<file path="config.mk">
export PLATFORM = sky130hd
export DESIGN_NAME = multibyte_tx_ctrl
export DESIGN_NICKNAME = d
export VERILOG_FILES = /design/src/rtl/multibyte_tx_pkg.sv /design/src/rtl/delay_counter.sv /design/src/rtl/multibyte_tx_ctrl.sv
export SDC_FILE = /design/constraint.sdc
export NUM_CORES = 1
export LEC_CHECK = 0
export BUFFER_PORTS_ARGS = -buffer_cell sky130_fd_sc_hd__buf_2
export CAP_MARGIN = 30
export CORE_ASPECT_RATIO = 1.75
export CORE_MARGIN = 2
export CORE_UTILIZATION = 46
export CTS_CLUSTER_DIAMETER = 60
export CTS_CLUSTER_SIZE = 28
export DETAILED_ROUTE_END_ITERATION = 10
export GPL_TIMING_DRIVEN = 0
export PLACE_DENSITY = 0.77
export RECOVER_POWER = 25
export SLEW_MARGIN = 0
export SYNTH_ARGS = -nofsm -noshare
export SYNTH_HDL_FRONTEND = slang
export SYNTH_SLANG_ARGS = --single-unit
</file>
<file path="constraint.sdc">
create_clock -name clk -period 7.6 [get_ports clk]
set_input_delay 1.52 -clock clk [delete_from_list [all_inputs] [get_ports clk]]
set_output_delay 1.52 -clock clk [all_outputs]
set_load 0.02 [all_outputs]
</file>
<file path="src/rtl/multibyte_tx_pkg.sv">
// rtl/multibyte_tx_pkg.sv - shared types and helpers for the multi-byte result transmitter
package multibyte_tx_pkg;

    localparam int BYTE_W = 8;

    typedef enum logic [2:0] {
        IDLE,
        LATCH,
        START,
        WAIT_BUSY,
        WAIT_DONE,
        GAP,
        CHECK,
        DONE
    } state_t;

    // A zero or out-of-range request means "send the whole word".
    function automatic int eff_count(input int count, input int max_bytes);
        return ((count == 0) || (count > max_bytes)) ? max_bytes : count;
    endfunction

endpackage

</file>
<file path="src/rtl/delay_counter.sv">
// rtl/delay_counter.sv - reloadable countdown; expired during the last counted cycle
module delay_counter #(
    parameter int MAX = 1
) (
    input  logic                       clk,
    input  logic                       reset,
    input  logic                       load,
    input  logic [$clog2(MAX+1)-1:0]   value,
    output logic                       expired
);

    localparam int W = $clog2(MAX + 1);

    logic [W-1:0] cnt_q;

    always_ff @(posedge clk or posedge reset) begin
        if (reset) begin
            cnt_q <= '0;
        end else if (load) begin
            cnt_q <= value;
        end else if (cnt_q != '0) begin
            cnt_q <= cnt_q - W'(1);
        end
    end

    // A value of 0 behaves like 1: the owner leaves after a single cycle.
    assign expired = (cnt_q <= W'(1));

endmodule

</file>
<file path="src/rtl/multibyte_tx_ctrl.sv">
// rtl/multibyte_tx_ctrl.sv - latches an N-byte result and feeds it byte-wise to a UART TX; optional XOR trailer under MULTIBYTE_TX_CTRL_CHECKSUM_EN
module multibyte_tx_ctrl
    import multibyte_tx_pkg::*;
#(
    parameter int NUM_BYTES               = 4,
    parameter int INTER_BYTE_DELAY        = 1_000_000,
    parameter int WAIT_FOR_REGISTER_DELAY = 100
) (
    input  logic                            clk,
    input  logic                            reset,
    input  logic                            start,
    input  logic [$clog2(NUM_BYTES+1)-1:0]  byte_count,
    input  logic                            msb_first,
    input  logic [BYTE_W*NUM_BYTES-1:0]     data_in,
    input  logic                            tx_busy,
    output logic                            tx_start,
    output logic [BYTE_W-1:0]               tx_data,
    output logic                            tx_sent,
    output logic                            busy,
    output logic [BYTE_W*NUM_BYTES-1:0]     disp_data,
    output logic                            disp_en
);

    localparam int DATA_W  = BYTE_W * NUM_BYTES;
    localparam int CW      = $clog2(NUM_BYTES + 1);
    localparam int KW      = (NUM_BYTES > 1) ? $clog2(NUM_BYTES) : 1;
    localparam int WFR_EFF = (WAIT_FOR_REGISTER_DELAY < 1) ? 1 : WAIT_FOR_REGISTER_DELAY;
    localparam int DLY_MAX = (INTER_BYTE_DELAY > WFR_EFF) ? INTER_BYTE_DELAY : WFR_EFF;
    localparam int DW      = $clog2(DLY_MAX + 1);

    state_t              state_q, state_d;
    logic [DATA_W-1:0]   data_q;
    logic [CW-1:0]       n_q;
    logic                msb_q;
    logic [KW-1:0]       k_q, k_d;
    logic [BYTE_W-1:0]   tx_data_q, tx_data_d;
    logic [DATA_W-1:0]   disp_q;
    logic                disp_en_q;
`ifdef MULTIBYTE_TX_CTRL_CHECKSUM_EN
    logic                chk_q, chk_d;
    logic [BYTE_W-1:0]   xor_q, xor_d;
`endif

    logic                accept;
    logic                last_byte;
    logic                dly_load;
    logic [DW-1:0]       dly_value;
    logic                dly_expired;
    int                  cur_idx;
    logic [BYTE_W-1:0]   cur_byte;
    int                  eff_n;
    logic [DATA_W-1:0]   disp_new;

    assign accept    = (state_q == IDLE) && start;
    assign last_byte = (int'(k_q) == (int'(n_q) - 1));

    delay_counter #(
        .MAX (DLY_MAX)
    ) u_delay (
        .clk     (clk),
        .reset   (reset),
        .load    (dly_load),
        .value   (dly_value),
        .expired (dly_expired)
    );

    // Byte to send next: k counts send order, the index walks down when msb_first.
    always_comb begin
        cur_idx  = msb_q ? (int'(n_q) - 1 - int'(k_q)) : int'(k_q);
        cur_byte = '0;
        for (int i = 0; i < NUM_BYTES; i++) begin
            if (i == cur_idx) begin
                cur_byte = data_q[i*BYTE_W +: BYTE_W];
            end
        end
    end

    // Display copy only shows the bytes that will actually go out.
    always_comb begin
        eff_n    = eff_count(int'(byte_count), NUM_BYTES);
        disp_new = '0;
        for (int i = 0; i < NUM_BYTES; i++) begin
            if (i < eff_n) begin
                disp_new[i*BYTE_W +: BYTE_W] = data_in[i*BYTE_W +: BYTE_W];
            end
        end
    end

    always_comb begin
        state_d   = state_q;
        k_d       = k_q;
        tx_data_d = tx_data_q;
        dly_load  = 1'b0;
        dly_value = DW'(INTER_BYTE_DELAY);
`ifdef MULTIBYTE_TX_CTRL_CHECKSUM_EN
        chk_d     = chk_q;
        xor_d     = xor_q;
`endif
        case (state_q)
            IDLE: begin
                if (start) begin
                    state_d   = LATCH;
                    dly_load  = 1'b1;
                    dly_value = DW'(WFR_EFF);
                    k_d       = '0;
`ifdef MULTIBYTE_TX_CTRL_CHECKSUM_EN
                    chk_d     = 1'b0;
                    xor_d     = '0;
`endif
                end
            end
            LATCH: begin
                if (dly_expired) begin
                    state_d   = START;
                    tx_data_d = cur_byte;
`ifdef MULTIBYTE_TX_CTRL_CHECKSUM_EN
                    xor_d     = xor_q ^ cur_byte;
`endif
                end
            end
            START: state_d = WAIT_BUSY;
            WAIT_BUSY: begin
                if (tx_busy) begin
                    state_d = WAIT_DONE;
                end
            end
            WAIT_DONE: begin
                if (!tx_busy) begin
`ifdef MULTIBYTE_TX_CTRL_CHECKSUM_EN
                    if (chk_q) begin
                        state_d = DONE;
                    end else if (last_byte) begin
                        state_d  = GAP;
                        dly_load = 1'b1;
                        chk_d    = 1'b1;
                    end else begin
                        state_d  = GAP;
                        dly_load = 1'b1;
                        k_d      = k_q + KW'(1);
                    end
`else
                    if (last_byte) begin
                        state_d = DONE;
                    end else begin
                        state_d  = GAP;
                        dly_load = 1'b1;
                        k_d      = k_q + KW'(1);
                    end
`endif
                end
            end
            GAP: begin
                if (dly_expired) begin
                    state_d   = START;
                    tx_data_d = cur_byte;
`ifdef MULTIBYTE_TX_CTRL_CHECKSUM_EN
                    xor_d     = xor_q ^ cur_byte;
                    if (chk_q) begin
                        state_d   = CHECK;
                        tx_data_d = xor_q;
                    end
`endif
                end
            end
            CHECK: state_d = WAIT_BUSY;
            DONE:  state_d = IDLE;
            default: state_d = IDLE;
        endcase
    end

    always_ff @(posedge clk or posedge reset) begin
        if (reset) begin
            state_q   <= IDLE;
            data_q    <= '0;
            n_q       <= '0;
            msb_q     <= 1'b0;
            k_q       <= '0;
            tx_data_q <= '0;
            disp_q    <= '0;
            disp_en_q <= 1'b0;
`ifdef MULTIBYTE_TX_CTRL_CHECKSUM_EN
            chk_q     <= 1'b0;
            xor_q     <= '0;
`endif
        end else begin
            state_q   <= state_d;
            k_q       <= k_d;
            tx_data_q <= tx_data_d;
`ifdef MULTIBYTE_TX_CTRL_CHECKSUM_EN
            chk_q     <= chk_d;
            xor_q     <= xor_d;
`endif
            if (accept) begin
                data_q    <= data_in;
                n_q       <= CW'(eff_n);
                msb_q     <= msb_first;
                disp_q    <= disp_new;
                disp_en_q <= 1'b1;
            end
        end
    end

    assign tx_start  = (state_q == START) || (state_q == CHECK);
    assign tx_data   = tx_data_q;
    assign tx_sent   = (state_q == DONE);
    assign busy      = (state_q != IDLE);
    assign disp_data = disp_q;
    assign disp_en   = disp_en_q;

endmodule

</file>
* Word level (Yosys, flattened, before mapping)
Index checks and enable logic that the tools add are counted.
Word-level totals: bits in registers 102, input bits 40, logic and storage cells 78, output and inout bits 44
Operators by class: reduce and logical (&&, ||, !) cells 15, $lt $le $gt $ge 6, muxes and demuxes 28, eq/ne operators 16, add/sub/neg operators 4
Operator list (number):
- 2-to-1 mux 20 bit | 4
- equality test 3 x 32 -> 1 bit (first input constant) | 2
- 2-to-1 mux 8 bit | 8
- equality test 2 x 32 -> 1 bit (first input constant) | 1
- zero test 32 bit | 1
- 2-to-1 mux 32 bit | 1
- <= comparator 20 x 1 -> 1 bit (second input constant) | 1
- nonzero test 20 bit | 1
- subtractor 20 x 1 -> 20 bit (second input constant) | 1
- one-hot mux 3 bit (6 select lines) | 1
- 2-to-1 mux 3 bit | 5
- equality test 3 bit (second input constant) | 4
- 2-to-1 mux 2 bit | 4
- inequality test 2 bit (second input constant) | 4
- AND reduction 4 bit | 2
- equality test 3 x 2 -> 1 bit (second input constant) | 2
- zero test 3 bit | 2
- < comparator 1 x 3 -> 1 bit (first input constant) | 2
- < comparator 2 x 3 -> 1 bit (first input constant) | 2
- subtractor 4 x 3 -> 5 bit | 1
- equality test 3 x 4 -> 1 bit | 1
- one-hot mux 2 bit (2 select lines) | 1
- nonzero test 2 bit | 2
- OR reduction 2 bit | 2
- 11 further kinds | 14

* Logic depth before layout (Yosys ltp)
Gate-level depths: netlist of the first run.
depth after elaboration 8, gate-level depth with buffers 9, mapped depth without buffers 9

* Modules after synthesis
Synthesis of the first run repeated with hierarchy kept, for this count alone.
Unflattened totals: cells, all modules 524, area, all modules 4969.8 µm²
Modules (own cells, without submodules):
- multibyte_tx_ctrl | area an instance 3659.8 µm², cells each 374, instances 1, sequential area each 2052.0 µm²
- delay_counter | area an instance 1310.0 µm², cells each 150, instances 1, sequential area each 500.5 µm²

* Least setup slack after synthesis of the first run
Ideal clock, no wire load.
kind in2reg, start input byte_count[0], end register disp_q[16] (netlist: disp_data[16]), path buffers 0, arrival 2814 ps, setup time 67 ps, cell stages on the path 5, setup slack 4719 ps, required time 7533 ps, cell sequence or2_2 ha_1 nand3b_1 a21oi_1 a22o_1
On the way: longest elaborated chain between the ends 5, elaborated cells on any way between the ends 6, those cells by class 2 x order compare; 2 x mux; 2 x reduce/logical
RTL lines:
- from (decl) | RTL line multibyte_tx_ctrl.sv:12 | input logic [$clog2(NUM_BYTES+1)-1:0] byte_count,
- > comparator 3 bit / zero test 3 bit (equally long branches) | RTL line multibyte_tx_pkg.sv:19 | return ((count == 0) || (count > max_bytes)) ? max_bytes : count;
- logical OR 1 bit | RTL line multibyte_tx_pkg.sv:19
- 2-to-1 mux 3 bit (*) | RTL line multibyte_tx_pkg.sv:19
- < comparator 2 x 3 -> 1 bit (*) | RTL line multibyte_tx_ctrl.sv:83 | if (i < eff_n) begin
- 2-to-1 mux 8 bit (*) | RTL line multibyte_tx_ctrl.sv:83
- to (signal assigned) | RTL line multibyte_tx_ctrl.sv:197 | disp_q <= disp_new;
- to (decl) | RTL line multibyte_tx_ctrl.sv:37 | logic [DATA_W-1:0] disp_q;
Every way passes the cells marked *; elsewhere a longest branch is shown, timed or not. A chain may end at the register's enable or synchronous reset.

* Final worst setup path of the first run
start input byte_count[0], end register disp_q[18] (netlist: disp_data[18])
The elaborated chain is that of the path after synthesis.

==> metrics.md, run 1 <==
| Metric | Value |
|---|---|
| Fin. max-slew vios | between 50 and 60 |
| Layout Utilization | about 56% |
| Number of global-route vias before repair | 3876 |
| DR pass1 iterations | 5 |
| # Max-Cap Violations | 1 |
| Clock transition at the registers of the reported paths | about 0.060 ns |
| Tot GR Track Use | between 20 and 25% |
| Initial antenna violation count | 0 |
| Die W | between 80 and 90 µm |
| # setup viols final | 0 |
| Post-Syn Instances | 432 |
| Final hold violation count | 0 |
| Maximum VDD drop | approximately 250 µV |
| Worst Path Class, Setup | in2reg |
| Worst-path maximum fanout | 8 |
| Worst setup EP type | flip-flop |
| P per Cell Area | approximately 420 nW/µm² |
| Startpoint Class | input pin |
| Worst-Margin Slew | 2.32 ns |
| DRC violations left | 0 |
| Yosys warnings | 0 |
| Diode count | 0 |
| Tcrit/Tclk final | 40.6% |
| Drt via density | 5.75 |
| Final Cell Area | between 5000 and 6000 µm² |
| Number of synthesized flops with an enable pin | 0 |
| Netlist Area Pre-Place | 4840 µm² |
| First-pass GRT wire length | 19100 µm |
| HP Class | reg2reg |
| 1st-iter DRT viols | 186 |
| Antenna Nets Post-Route | 0 |
| Total power | approximately 2.4 mW |
| Postcts setup bufs | 0 |
| Placeable Area | 10200 µm² |
| GR Overflow Total | 0 |
| Hpwl dp | 9060 µm |
| Nets | ~570 |
| F_max | 324 MHz |
| Die area | around 11000 µm² |
| LEAKAGE | between 2 and 3 nW |
| Inst Count DP | about 640 |
| Final setup TNS | 0 ns |
| Port bufs | between 80 and 90 |
| Overall die height | about 140 µm |
| H-tree depth | 3 |
| Clk_lat worst skew | between 0.3 and 0.4 ns |
| Maximum clock path buffer count | 2 |
| #FFs+latches synth | about 100 |
| CTS sink cnt | just over 100 |
| Worst Path Arrival | ~3.4 ns |
| Status | finished, violations left |
| Req. time, crit path | between 7 and 8 ns |
| Finished Layout Cells | ~660 |
| Largest net degree at the start of global routing | 53 |
| Placed cell areas | 5440 µm² |
| Slowest stage delay, CP | between 0.6 and 0.7 ns |
| Slew headroom | -55.4% |
| Tmin final | ~3 ns |
| # IOs | 84 |
| Synth unique cells | between 50 and 60 |
| Post-cts hold buffer count | 0 |
| FFs w/ async S/R, synth | between 90% and 100% |
| Syn Nets | about 480 |
| WL per Instance | 17.8 µm |
| Post-CTS Resized | 0 |
| Total number of vias | ~3800 |
| Gpl congestion | between 0.8 and 0.9 |
| Slowest CP cell | a21oi_1 |
| Cells on worst reg2reg path | 9 |
| Seq/Total Area, Yosys | approximately 53% |
| Site row count | 49 |
| CP Cell Sequence | buf_2 > or2_2 > ha_1 > nand3b_1 > a21oi_1 > a22o_1 |
| Layout cells sized above 1 | between 20 and 30% |
| Root Driver | clkbuf_16 |
| RSZ-0062 raised after global routing | false |
| Syn-to-layout area delta | 18.7% |
| CTS tree | done |
| Initial Utilization | 47.3% |
| Ys flop type | dfrtp_1 |
| Clock skew | 0.00901 ns |
| Failing checks | max-capacitance violations, max-slew violations |
| TritonCTS Buffers | 9 |
| Worst hold path depth | 1 |
| Final WL | approximately 12000 µm |
| Avg Cell Area, Syn | 11.2 µm² |
==> per-stage QoR <==
stage	setup WS, ns	hold slack [ns]
finish	4.52	0.457
global route	4.34	0.494
CTS	4.50	0.466
detailed placement	4.15	0.447
global placement	2.36	0.446
floorplan	3.40	0.474
==> state kept, by name, summed over array words and instances (netlist names) <==
signal	flops
data_q	32
disp_data	32
disp_en	1
k_q	2
msb_q	1
n_q	3
state_q	3
tx_data	8
u_delay.cnt_q	20
==> critical path: cells and delay by family <==
kind                       cells  cell delay [ns]
and+or+nand+nor                2             0.48
AOI/OAI and AO/OA              2             0.93
buffers and inverters          1             0.12
adders and majority gates      1             0.31
==> cells by family after synthesis <==
kind of cell | synth area share (%)
mux | 8.79
xor+xnor | 2.35
fa+ha+maj | 1.96
simple gates | 13.1
compound gates | 18.1
buf+inv | 2.95
flops | 52.7
==> where the power goes <==
| group | leakage [nW] | total (mW) | internal (mW) | switching, mW |
|---|---|---|---|---|
| Clock | 0.159 | 0.482 | 0.283 | 0.199 |
| Sequential | 1.29 | 0.966 | 0.778 | 0.188 |
| Combinational | 1.20 | 0.972 | 0.422 | 0.551 |
==> cells in the mapped netlist, types with 7 or more instances <==
cell / number / area [µm²]
nand2_1: 27 / 101
a31oi_1: 9 / 56.3
nand2b_1: 15 / 93.8
inv_1: 12 / 45.0
a21oi_1: 16 / 80.1
o21ai_0: 28 / 140
nor2b_1: 7 / 43.8
mux2_2: 34 / 383
dfrtp_1: 102 / 2550
xnor2_1: 7 / 61.3
clkbuf_1: 18 / 67.6
a22oi_1: 7 / 52.6
a22o_1: 32 / 280
o211ai_1: 11 / 82.6
nor2_1: 28 / 105
==> cell usage in the layout, fill, tap and decap left out, drive strengths merged, types with 5 or more instances in the layout <==
master  synthesis  routed
nor4            5       5
mux2           34      34
ha              6       6
dfrtp         102     102
xor2            6       6
nor3            9       9
nor2           29      29
or4             5       5
clkbuf         18      30
xnor2           7       7
nand3           5       5
buf             4      88
a22o           32      32
nor2b           7       7
o211ai         11      11
a31oi           9       9
nand2          27      27
a21oi          16      16
inv            12      12
o21ai          30      30
nand2b         15      15
a22oi           7       7
==> final cells by class <==
| type | instances | area (µm²) |
|---|---|---|
| fillers | 857 | 4490 |
| flip-flops and latches | 102 | 2550 |
| multi-input cells | 296 | 2130 |
| repair buffers | 84 | 443 |
| clock buffers | 12 | 267 |
| well taps | 127 | 159 |
| plain buffers | 22 | 97.6 |
| clock inverters | 4 | 52.6 |
| inverters | 12 | 46.3 |
==> path summary, 6_finish.rpt <==
check / from / to / slack [ns]
setup / recovery: byte_count[0] / disp_data[18]$_DFFE_PP0P_ / 4.52
max in group asynchronous: reset / disp_data[18]$_DFFE_PP0P_ / 4.74
hold / removal: disp_en$_DFFE_PP0P_ / disp_en$_DFFE_PP0P_ / 0.46
setup reg to reg: n_q[0]$_DFFE_PP0P_ / tx_data[2]$_DFFE_PP0P_ / 4.88
min in group asynchronous: reset / u_delay.cnt_q[15]$_DFFE_PP0P_ / 1.79
hold reg to reg: disp_en$_DFFE_PP0P_ / disp_en$_DFFE_PP0P_ / 0.46
==> routing by layer <==
metal	vias to the layer above	wire, µm	track usage, %
met2	117	6480	38.7
li1	1778	-	-
met3	33	377	2.66
met1	1860	4270	24.0
met5	-	0	0
met4	0	622	14.6
No activity file was read; power rests on OpenSTA's default activity.
==> run 2: changes to the inputs <==
PLACE_DENSITY = 0.79   (was 0.77)
clock period = 2.7 ns   (was 7.6 ns; I/O delays follow)
==> metrics.md, run 2 (synthesis results as in run 1) <==
| Metric | Value |
|---|---|
| Hpwl dp | 9350 µm (+3.2%) |
| P per Cell Area | 1180 nW/µm² (+180%) |
| Clock skew | 0.00623 ns (-0.00278 ns) |
| Comb power frac | 41.1% (+0.9 points) |
| Final WL | 11900 µm (+1.6%) |
| Setup ws final | 0.145 ns (-4.37 ns) |
| # Max-Cap Violations | 0 (-1) |
| Req. time, crit path | 2.98 ns (-4.90 ns) |
| Total number of vias | 3807 (+0.50%) |
| F_max | just under 400 MHz |
| Initial Utilization | 47.3% (unchanged) |
| LEAKAGE | 2.63 nW (-0.85%) |
| Die area | 11400 µm² (unchanged) |
| Tot GR Track Use | 22.7% (+0.63 points) |
| Startpoint Class | flip-flop |
| Root Driver | clkbuf_16 |
| Most numerous cell on the critical path | clkbuf_1 |
| Overall die height | 140 µm (unchanged) |
| Worst Path Arrival | 2.83 ns (-0.53 ns) |
| Net switching power | 2.70 mW (+190%) |
| Largest net degree at the start of global routing | 45 (-15%) |
| Slowest CP cell | a21oi_1 |
| Drt via density | 5.78 (+0.50%) |
| WHS | 0.377 ns (-0.0798 ns) |
| 1st-iter DRT viols | 208 (+12%) |
| Filler cells | 843 (-1.6%) |
| Site row count | 49 (unchanged) |
| TritonCTS Buffers | 9 (unchanged) |
| Flop2flop setup slack | 0.14 ns (-4.74 ns) |
| Antenna Nets Post-Route | 0 (unchanged) |
| Slew headroom | 29.4% (+85 points) |
| Critical path's top delay family | compound AO/OA/AOI/OAI gates |
| CTS tree | done |
| CP Cell Sequence | clkbuf_1 > nor2_1 > nand2_1 > clkbuf_1 > a21oi_1 > a22o_1 |
| Layout Utilization | 55.8% (-0.31 points) |
| First-pass GRT wire length | 19800 µm (+3.9%) |
| Die W | 81.5 µm (unchanged) |
| H-tree depth | 3 (unchanged) |
| Placeable Area | 10200 µm² (unchanged) |
| Number of global-route vias before repair | 4094 (+5.6%) |
| Crit. path cell count | 6 (unchanged) |
| Crit. Startpoint | state_q[0]$_DFFE_PP0P_ |
| Maximum clock path buffer count | 2 (unchanged) |
| CP endpoint | disp_data[22]$_DFFE_PP0P_ |
| Register Area | 2550 µm² (unchanged) |
| CTS sink cnt | 102 (unchanged) |
| Nets | 575 (+0.17%) |
| Seq pwr share | 40.8% (+0.9 points) |
| Multi-input logic area | 2150 µm² (+1.0%) |
| Gpl congestion | 0.900 (+2.3%) |
| Cells on worst reg2reg path | 6 (-3) |
| Diode count | 0 (unchanged) |
| GR Overflow Total | 0 (unchanged) |
| WP buf/inv | 2 (+1) |
| DRC violations left | 0 (unchanged) |
| Clock transition at the registers of the reported paths | 0.07 ns (about the same) |
| Worst-Margin Slew | 1.06 ns (-1.26 ns) |
| Syn-to-layout area delta | 18.1% |
| Clock power share | 18.1% (-1.8 points) |
| Clk_lat worst skew | 0.34 ns (about the same) |
| Maximum VDD drop | 747 µV (+200%) |
| HP Class | in2async |
| Worst-path maximum fanout | 10 (+2) |
| # IOs | 84 (unchanged) |
| Initial antenna violation count | 0 (unchanged) |
| Worst setup EP type | flip-flop |
| Slowest stage delay, CP | 0.78 ns (+0.09 ns) |
| Reg-to-Reg End | disp_data[22]$_DFFE_PP0P_ |
| Most frequent cells in the layout | dfrtp_1, buf_2, mux2_2, a22o_1 |
| DR pass1 iterations | 4 (-1) |
| WL per Instance | 18.1 µm (+1.6%) |
| Status | finished clean |
| Fin. max-slew vios | 0 (-100%) |
| Worst Path Class, Setup | reg2reg |
| # setup viols final | 0 (unchanged) |
| Port bufs | 83 (unchanged) |
| Setup Slack @ Placement | -0.0252 ns (-4.18 ns) |
| Post-cts hold buffer count | 0 (unchanged) |
| Tcrit/Tclk final | a little over nine tenths |
| RR Startpoint | state_q[0]$_DFFE_PP0P_ |
| Net switching share of the total power | 40.0% (+1.3 points) |
| Internal power | 4.05 mW (+170%) |
| Commonest non-fill, non-tap cell in the layout | dfrtp_1 |
| Layout cells sized above 1 | 28.9% (+0.75 points) |
| RSZ-0062 raised after global routing | false |
| Final hold violation count | 0 (unchanged) |
| Tmin final | between 2 and 3 ns |
run 2: worst register-to-register path: stages (launching register included):
cell      delay (ns)
dfrtp_1         0.38
clkbuf_1        0.21
nor2_1          0.37
nand2_1         0.21
clkbuf_1        0.28
a21oi_1         0.78
a22o_1          0.25
run 2: layout make-up:
class / count / share of cell area (%)
multi-input combinational: 296 / 37.6
sequential: 102 / 44.7
timing repair buffer: 86 / 7.57
buffer: 21 / 1.64
clock buffer: 9 / 3.94
tap: 127 / 2.78
inverter: 12 / 0.810
clock inverter: 6 / 0.963
run 2: routing by layer:
metal	global-route usage, %	vias up	wire length (µm)
met3	3.50	47	403
met4	15.5	0	790
met5	0	-	0
li1	-	1772	-
met1	23.4	1872	4070
met2	40.4	116	6670
run 2: how the worst min path moves through the flow:
| stage | cells past startpoint | from | slack [ns] | to |
|---|---|---|---|---|
| CTS | 2 | reset | 0.27 | disp_data[31]$_DFFE_PP0P_ |
| detailed placement | 1 | disp_en$_DFFE_PP0P_ | 0.45 | disp_en$_DFFE_PP0P_ |
| global placement | 1 | disp_en$_DFFE_PP0P_ | 0.45 | disp_en$_DFFE_PP0P_ |
| global route | 2 | data_in[5] | 0.43 | disp_data[5]$_DFFE_PP0P_ |
| floorplan | 1 | data_q[9]$_DFFE_PP0P_ | 0.47 | data_q[9]$_DFFE_PP0P_ |
| finish | 2 | reset | 0.38 | u_delay.cnt_q[15]$_DFFE_PP0P_ |
run 2: stage by stage:
stage               TNS, ns  cells  power (mW)  instance area, µm²
finish                    0    659        6.75                5720
global route              0    659        7.16                5720
CTS                       0    658        6.74                5730
detailed placement  -0.0498    644        5.51                5460
global placement          0    642        5.35                5420
floorplan                 0    432        4.63                4840
run 2: power by group through the flow:
stage | sequential [mW] | combinational [mW] | clock (mW)
3_5_place_dp | 2.76 | 2.75 | 0
2_1_floorplan | 2.89 | 1.74 | 0
4_1_cts | 2.74 | 2.76 | 1.24
3_3_place_gp | 2.72 | 2.63 | 0
6_report | 2.75 | 2.78 | 1.22
5_1_grt | 2.82 | 3.04 | 1.31
run 2: timing repair:
item                                    CTS  global route
resized for setup                         0             2
buffers inserted                          0             1
endpoints found under the setup margin    4            23
pin swaps                                 0             1
==> run 3: changes to the inputs <==
CTS_BUF_LIST = sky130_fd_sc_hd__clkbuf_2 sky130_fd_sc_hd__clkbuf_4 sky130_fd_sc_hd__clkbuf_8   (was default)
==> metrics.md, run 3 (synthesis results as in run 1) <==
| Metric | Value |
|---|---|
| Status | finished clean |
| HP Class | in2async |
| # Max-Cap Violations | 0 (unchanged) |
| Worst Path Arrival | 2.89 ns (+0.06 ns) |
| P per Cell Area | 1140 nW/µm² (-3.2%) |
| Root Driver | clkbuf_8 |
| LEAKAGE | 2.58 nW (-1.6%) |
| Worst-Margin Slew | 1.07 ns (+0.00639 ns) |
| Slew headroom | 29.0% (-0.43 points) |
| Post-cts hold buffer count | 0 (unchanged) |
| Setup Slack @ Placement | -0.0252 ns (unchanged) |
| Initial Utilization | 47.3% (unchanged) |
| Gpl congestion | 0.900 (unchanged) |
| Die W | 81.5 µm (unchanged) |
| Placeable Area | 10200 µm² (unchanged) |
| Setup ws final | 0.122 ns (-0.0227 ns) |
| Syn-to-layout area delta | 16.2% |
| Diode count | 0 (unchanged) |
| Clk_lat worst skew | 0.37 ns (+0.03 ns) |
| Nets | 575 (unchanged) |
| Tot GR Track Use | 22.8% (+0.13 points) |
| Critical path's top delay family | compound AO/OA/AOI/OAI gates |
| Slowest stage delay, CP | 0.76 ns (-0.02 ns) |
| Hpwl dp | 9350 µm (unchanged) |
| Startpoint Class | flip-flop |
| Final hold violation count | 0 (unchanged) |
| RSZ-0062 raised after global routing | false |
| Number of global-route vias before repair | 4101 (+0.17%) |
| # IOs | 84 (unchanged) |
| H-tree depth | 3 (unchanged) |
| WHS | 0.340 ns (-0.0368 ns) |
| Worst setup EP type | flip-flop |
| Commonest non-fill, non-tap cell in the layout | dfrtp_1 |
| Clock skew | 0.0103 ns (+0.00408 ns) |
| Fin. max-slew vios | 0 (unchanged) |
| Initial antenna violation count | 0 (unchanged) |
| CTS tree | done |
| Drt via density | 5.82 (+0.68%) |
| Antenna Nets Post-Route | 0 (unchanged) |
| WP buf/inv | 2 (unchanged) |
| Tcrit/Tclk final | 95.5% (+0.84 points) |
| Die area | 11400 µm² (unchanged) |
| CTS sink cnt | 102 (unchanged) |
| Final WL | 11900 µm (unchanged) |
| Tmin final | 2.58 ns (+0.0227 ns) |
| Most numerous cell on the critical path | clkbuf_1 |
| GR Overflow Total | 0 (unchanged) |
| First-pass GRT wire length | 19800 µm (-0.31%) |
| Postcts setup bufs | 0 (unchanged) |
| # setup viols final | 0 (unchanged) |
| Worst-path maximum fanout | 10 (unchanged) |
| Total number of vias | 3833 (+0.68%) |
| Site row count | 49 (unchanged) |
| Overall die height | 140 µm (unchanged) |
| F_max | 388 MHz (-0.88%) |
| 1st-iter DRT viols | 160 (-23%) |
| Req. time, crit path | 3.01 ns (+0.03 ns) |
| Clock transition at the registers of the reported paths | 0.10 ns (+0.03 ns) |
| WL per Instance | 18.1 µm (unchanged) |
| Most frequent cells in the layout | dfrtp_1, buf_2, mux2_2, a22o_1 |
| Layout cells sized above 1 | 29.1% (+0.19 points) |
| Slowest CP cell | a21oi_1 |
| Worst Path Class, Setup | reg2reg |
| DRC violations left | 0 (unchanged) |
| Largest net degree at the start of global routing | 45 (unchanged) |
| TritonCTS Buffers | 9 (unchanged) |
| Maximum VDD drop | 710 µV (-5.0%) |
| DR pass1 iterations | 4 (unchanged) |
| Port bufs | 83 (unchanged) |
| CP Cell Sequence | clkbuf_1 > nor2_1 > nand2_1 > clkbuf_1 > a21oi_1 > a22o_1 |
| Maximum clock path buffer count | 2 (unchanged) |
[run 3: cell types whose count changed in the layout (fill, tap and decap cells not counted), sizes merged]
| cell | change |
|---|---|
| clkbuf | +1 |
| buf | -1 |
[run 3: final timing paths]
| check | cells after the start | slack [ns] | to | start |
|---|---|---|---|---|
| worst min register to register | 1 | 0.47 | disp_en$_DFFE_PP0P_ | disp_en$_DFFE_PP0P_ |
| worst max-delay path | 6 | 0.12 | disp_data[22]$_DFFE_PP0P_ | state_q[0]$_DFFE_PP0P_ |
| min in group clk | 2 | 0.40 | disp_data[15]$_DFFE_PP0P_ | data_in[15] |
| max in group asynchronous | 3 | 0.83 | disp_data[19]$_DFFE_PP0P_ | reset |
| worst max register to register | 6 | 0.12 | disp_data[22]$_DFFE_PP0P_ | state_q[0]$_DFFE_PP0P_ |
| worst min-delay path | 2 | 0.34 | u_delay.cnt_q[15]$_DFFE_PP0P_ | reset |
[run 3: worst reg2reg max path: cells and delay by family (launching register included)]
kind	cells	cell delay (ns)
AO/OA/AOI/OAI	2	1.02
AND/OR/NAND/NOR	2	0.61
buffers and inverters	2	0.51
flip-flops	1	0.39
[run 3: layout make-up]
type	instances	area (µm²)
Inverter	12	46.3
Sequential cell	102	2550
Clock buffer	9	124
Buffer	22	98.8
Fill cell	849	4610
Tap cell	127	159
Clock inverter	6	55.1
Multi-Input combinational cell	296	2160
Timing Repair Buffer	85	425
[run 3: report_power, final]
part | internal [mW] | leakage (nW) | switching, mW | total (mW)
combinational | 1.22 | 1.21 | 1.56 | 2.78
sequential | 2.18 | 1.29 | 0.569 | 2.75
clock | 0.348 | 0.0858 | 0.551 | 0.899
total | 3.75 | 2.58 | 2.68 | 6.43
[run 3: per-layer routing]
metal | global-route usage (%) | up-vias | part of all wire (%)
met3 | 3.83 | 41 | 3.3
li1 | - | 1776 | -
met2 | 41.5 | 109 | 58
met1 | 23.0 | 1907 | 34
met5 | 0 | - | 0
met4 | 14.3 | 0 | 5.4
[run 3: what timing repair did]
item                       CTS  global route
setup endpoints to repair    6            22
pin swaps                    0             0
gates resized for setup      2             2
[run 3: per-stage QoR]
step | utilization (%) | power, mW | instance area [µm²] | TNS, ns | cells
2_1_floorplan | - | 4.63 | 4840 | 0 | 432
3_3_place_gp | 52.9 | 5.35 | 5420 | 0 | 642
3_5_place_dp | 53.3 | 5.51 | 5460 | -0.0498 | 644
4_1_cts | 55.1 | 6.44 | 5650 | 0 | 659
5_1_grt | 54.9 | 6.84 | 5620 | 0 | 659
6_report | 54.9 | 6.43 | 5620 | 0 | 659
